<file path="src/rtl/somador_serial8.sv">
// Bit-serial unsigned adder: adds a and b one bit per clock, LSB first,
// and presents the N+1 bit sum with a one-cycle done pulse.
module somador_serial8 #(
    parameter int unsigned N = 8
) (
    input  logic         clk,
    input  logic         rst_n,
    input  logic         start,
    input  logic [N-1:0] a,
    input  logic [N-1:0] b,
    output logic [N:0]   s,
    output logic         busy,
    output logic         done
);

    localparam int unsigned CW = (N > 1) ? $clog2(N) : 1;
    localparam logic [CW-1:0] LAST = CW'(N - 1);

    typedef enum logic {
        IDLE = 1'b0,
        CALC = 1'b1
    } state_t;

    state_t        state;
    logic [N-1:0]  a_sh;
    logic [N-1:0]  b_sh;
    logic [N-1:0]  acc;
    logic          c;
    logic [CW-1:0] cnt;

    logic          sum_bit;
    logic          c_next;
    logic [N-1:0]  acc_next;

    // Full-adder slice on the current LSBs and the running carry.
    always_comb begin
        sum_bit  = a_sh[0] ^ b_sh[0] ^ c;
        c_next   = (a_sh[0] & b_sh[0]) | (a_sh[0] & c) | (b_sh[0] & c);
        acc_next = {sum_bit, acc[N-1:1]};
    end

    // The accumulator LSB shifts out before it ever holds a result bit.
    logic acc_lsb_unused;
    assign acc_lsb_unused = acc[0];

    always_ff @(posedge clk or negedge rst_n) begin
        if (!rst_n) begin
            state <= IDLE;
            a_sh  <= '0;
            b_sh  <= '0;
            acc   <= '0;
            c     <= 1'b0;
            cnt   <= '0;
            s     <= '0;
            busy  <= 1'b0;
            done  <= 1'b0;
        end else begin
            done <= 1'b0;
            case (state)
                IDLE: begin
                    if (start) begin
                        a_sh  <= a;
                        b_sh  <= b;
                        c     <= 1'b0;
                        cnt   <= '0;
                        busy  <= 1'b1;
                        state <= CALC;
                    end
                end
                CALC: begin
                    a_sh <= a_sh >> 1;
                    b_sh <= b_sh >> 1;
                    c    <= c_next;
                    acc  <= acc_next;
                    cnt  <= cnt + CW'(1);
                    if (cnt == LAST) begin
                        s     <= {c_next, acc_next};
                        done  <= 1'b1;
                        busy  <= 1'b0;
                        state <= IDLE;
                    end
                end
                default: state <= IDLE;
            endcase
        end
    end

endmodule

</file>
<file path="config.mk">
export PLATFORM = sky130hd
export DESIGN_NAME = somador_serial8
export DESIGN_NICKNAME = d
export VERILOG_FILES = /design/src/rtl/somador_serial8.sv
export SDC_FILE = /design/constraint.sdc
export NUM_CORES = 1
export LEC_CHECK = 0
export ABC_AREA = 1
export BUFFER_PORTS_ARGS = -buffer_cell sky130_fd_sc_hd__buf_2
export CAP_MARGIN = 20
export CORE_ASPECT_RATIO = 1.2
export CORE_MARGIN = 4
export CORE_UTILIZATION = 35
export CTS_BUF_LIST = sky130_fd_sc_hd__clkbuf_4
export DETAILED_ROUTE_END_ITERATION = 12
export GPL_ROUTABILITY_DRIVEN = 1
export GPL_TIMING_DRIVEN = 0
export PLACE_DENSITY = 0.64
export REMOVE_ABC_BUFFERS = 1
export SLEW_MARGIN = 10
export SYNTH_ARGS = -nofsm -noshare
export SYNTH_HDL_FRONTEND = slang
export SYNTH_SLANG_ARGS = --single-unit
</file>
<file path="constraint.sdc">
create_clock -name clk -period 3.43 [get_ports clk]
set_input_delay 0.1715 -clock clk [delete_from_list [all_inputs] [get_ports clk]]
set_output_delay 0.1715 -clock clk [all_outputs]
set_load 0.01 [all_outputs]
</file>
==> out/qor.txt <==
CTS root buf = clkbuf_4
First-pass GRT wire length = 4.89 mm
Slew HR = 42.3%
Area grow syn2layout = 13.9%
DP HPWL = 1.91 mm
Clock sink count = 39
Startpoint types = flop
Layout cells sized above 1 = 19.3%
Die Span Y = 83.1 um
Fmax = 665 MHz
Least-Margin Pin Slew = 0.865 ns
Worst EP required = 3.71 ns
Final core occ = 41.0%
Initial antenna violation count = 0
Reg clk slew, reported paths = 0.11 ns
Async S/R FF share, synth = 100%
Metal-1 WL = 1.42 mm
Global Route Usage Sum = 10.5%
Sequential share of the synthesized area = 59.4%
Die area = 5860 um2
Setup WS post-layout = 1.93 ns
Met3 wire len = 200 um
Clock period minus worst slack = 1.50 ns
Initial DRC count = 62
Via Count = 1191
Final hold violations = 0
Clock Latency Late Sink = 0.33 ns
Vias in the first global route = 1106
TritonCTS clock tree = yes
Top Ports = 30
DIE WIDTH = 70.6 um
Post-synthesis register bit count = 39
ANT nets after route = 0
Row cnt = 27
Number of max-cap violations = 0
Total core area = 4560 um2
Dpl ws = 1.61 ns
Worst Path Arrival = 1.78 ns
Port Buf Inserts = 29
Avg WL per Cell = 11.5 um
Count of final setup violators = 0
Antenna cells = 0
Ranking of synthesized cells by area = dfrtp_1, nand2_1, nand3_1
Hold crit path type = in -> reg
Setup TNS = 0 ns
Count of distinct cell types in the synthesized netlist = 16
Post-CTS setup buffers = 0
Ys flop type = dfrtp_1
Pwr Density = 788 nW/um2
Pre-antenna DRT Iters = 4
Status = completed
Max clock buf depth = 2
Synth top cells by count = nand2_1, dfrtp_1, nand3_1, inv_1, o21ai_0
Final period util = 43.8%
Top cell type by total area after synthesis = dfrtp_1
YS warnings = 0
Routability cong. = 0.688
Clk_skew = 0.00852 ns
Avg Cell Area, Syn = 9.39 um2
CP max FO = 21
Peak VDD IR = 314 uV
Fin. max-slew vios = 0
GR Overflow Total = 0
H-tree Lvls = 2
WL met2 = 1.33 mm
Vias per std cell = 4.58
Synth Cell Area = 1640 um2
CP endpoint kind = flop
Final nets = 226
Top cell type's share of synthesized area = 59.4%
Crit Path Class = reg -> reg
CTS Buf Count = 5
Routed WL = 2.99 mm
Largest net degree at the start of global routing = 40
Post-synthesis cell count = 175
Leakage = 0.971 nW
Initial Util = 36.0%
Number of flops mapped to enable cells by yosys = 0
Leading cell type by number of instances after synthesis = nand2_1
RSZ-0062 raised after global routing = false
Highest metal used = met4
DRC viols = 0
sequential cells by signal, summed over array words and instances, names as in the netlist:
name / flops
a_sh: 8
state: 1
b_sh: 8
s: 9
c: 1
acc: 7
busy: 1
done: 1
cnt: 3
worst max-delay path, cell delays in order (launching register included):
cell,delay (ns)
dfrtp_1,0.59
buf_16,0.26
nor2_4,0.41
nand2_1,0.11
nand3_1,0.09
worst paths after layout:
| path | from | end | slack (ns) | depth (start not counted) |
|---|---|---|---|---|
| worst max register to register | state$_DFF_PN0_ | a_sh[2]$_DFFE_PN0P_ | 1.93 | 4 |
| worst max-delay path | state$_DFF_PN0_ | a_sh[2]$_DFFE_PN0P_ | 1.93 | 4 |
| min in group asynchronous | rst_n | s[0]$_DFFE_PN0P_ | 0.48 | 2 |
| max in group asynchronous | rst_n | state$_DFF_PN0_ | 2.40 | 2 |
| worst min-delay path | a[7] | a_sh[7]$_DFFE_PN0P_ | 0.06 | 3 |
| worst min register to register | cnt[0]$_DFFE_PN0P_ | cnt[0]$_DFFE_PN0P_ | 0.49 | 1 |
per-layer routing:
layer / up-vias / track usage [%]
met1: 543 / 12.7
li1: 613 / -
met3: 5 / 4.60
met4: 0 / 3.59
met5: - / 0
met2: 30 / 16.6
logic make-up (layout without fill, tap and decap cells):
logic type / after synthesis / count (layout) / share of synthesized area (%)
DFF: 39 / 39 / 59.4
buffers and inverters: 21 / 48 / 7.08
and+or+nand+nor: 93 / 93 / 24.4
adders and majority gates: 4 / 4 / 3.50
AOI/OAI and AO/OA: 18 / 18 / 5.63
layout by cell type (no fill, tap or decap):
cell           count
a21boi_0           1
buf_16             1
buf_2             29
clkbuf_4           6
dfrtp_1           39
dlygate4sd3_1      1
fa_1               1
ha_1               3
inv_1             10
inv_4              1
nand2_1           60
nand2_4            1
nand3_1           30
nor2_1             1
nor2_4             1
o21ai_0            9
o21ai_1            8
report_power, final:
part	total [W]	switching [W]	internal, W
clock	0.000216	0.000135	0.0000809
sequential	0.000752	0.000113	0.000639
combinational	0.000507	0.000294	0.000213
final cells by class:
cell class / instances / area (um2)
Clock buffer: 6 / 45.0
Inverter: 11 / 43.8
Multi-Input combinational cell: 115 / 552
Fill cell: 485 / 2690
Timing Repair Buffer: 31 / 183
Sequential cell: 39 / 976
Tap cell: 58 / 72.6
timing repair:
| item | 4_1_cts | 5_1_grt |
|---|---|---|
| hold buffers | 1 | 0 |
| resized for setup | 0 | 0 |
| hold endpoints to repair | 39 | 0 |
per-stage QoR:
| stage | hold WS [ns] | std cells | total power (W) | cell area [um2] |
|---|---|---|---|---|
| after global placement | 0.329 | 252 | 0.00122 | 1790 |
| final | 0.0574 | 260 | 0.00147 | 1870 |
| after global routing | 0.0567 | 260 | 0.00160 | 1870 |
| after floorplan | -0.124 | 165 | 0.00107 | 1570 |
| after detailed placement | 0.337 | 252 | 0.00125 | 1790 |
| after CTS | 0.0449 | 259 | 0.00147 | 1840 |
Note: power is estimated with default switching activity, not from simulation.
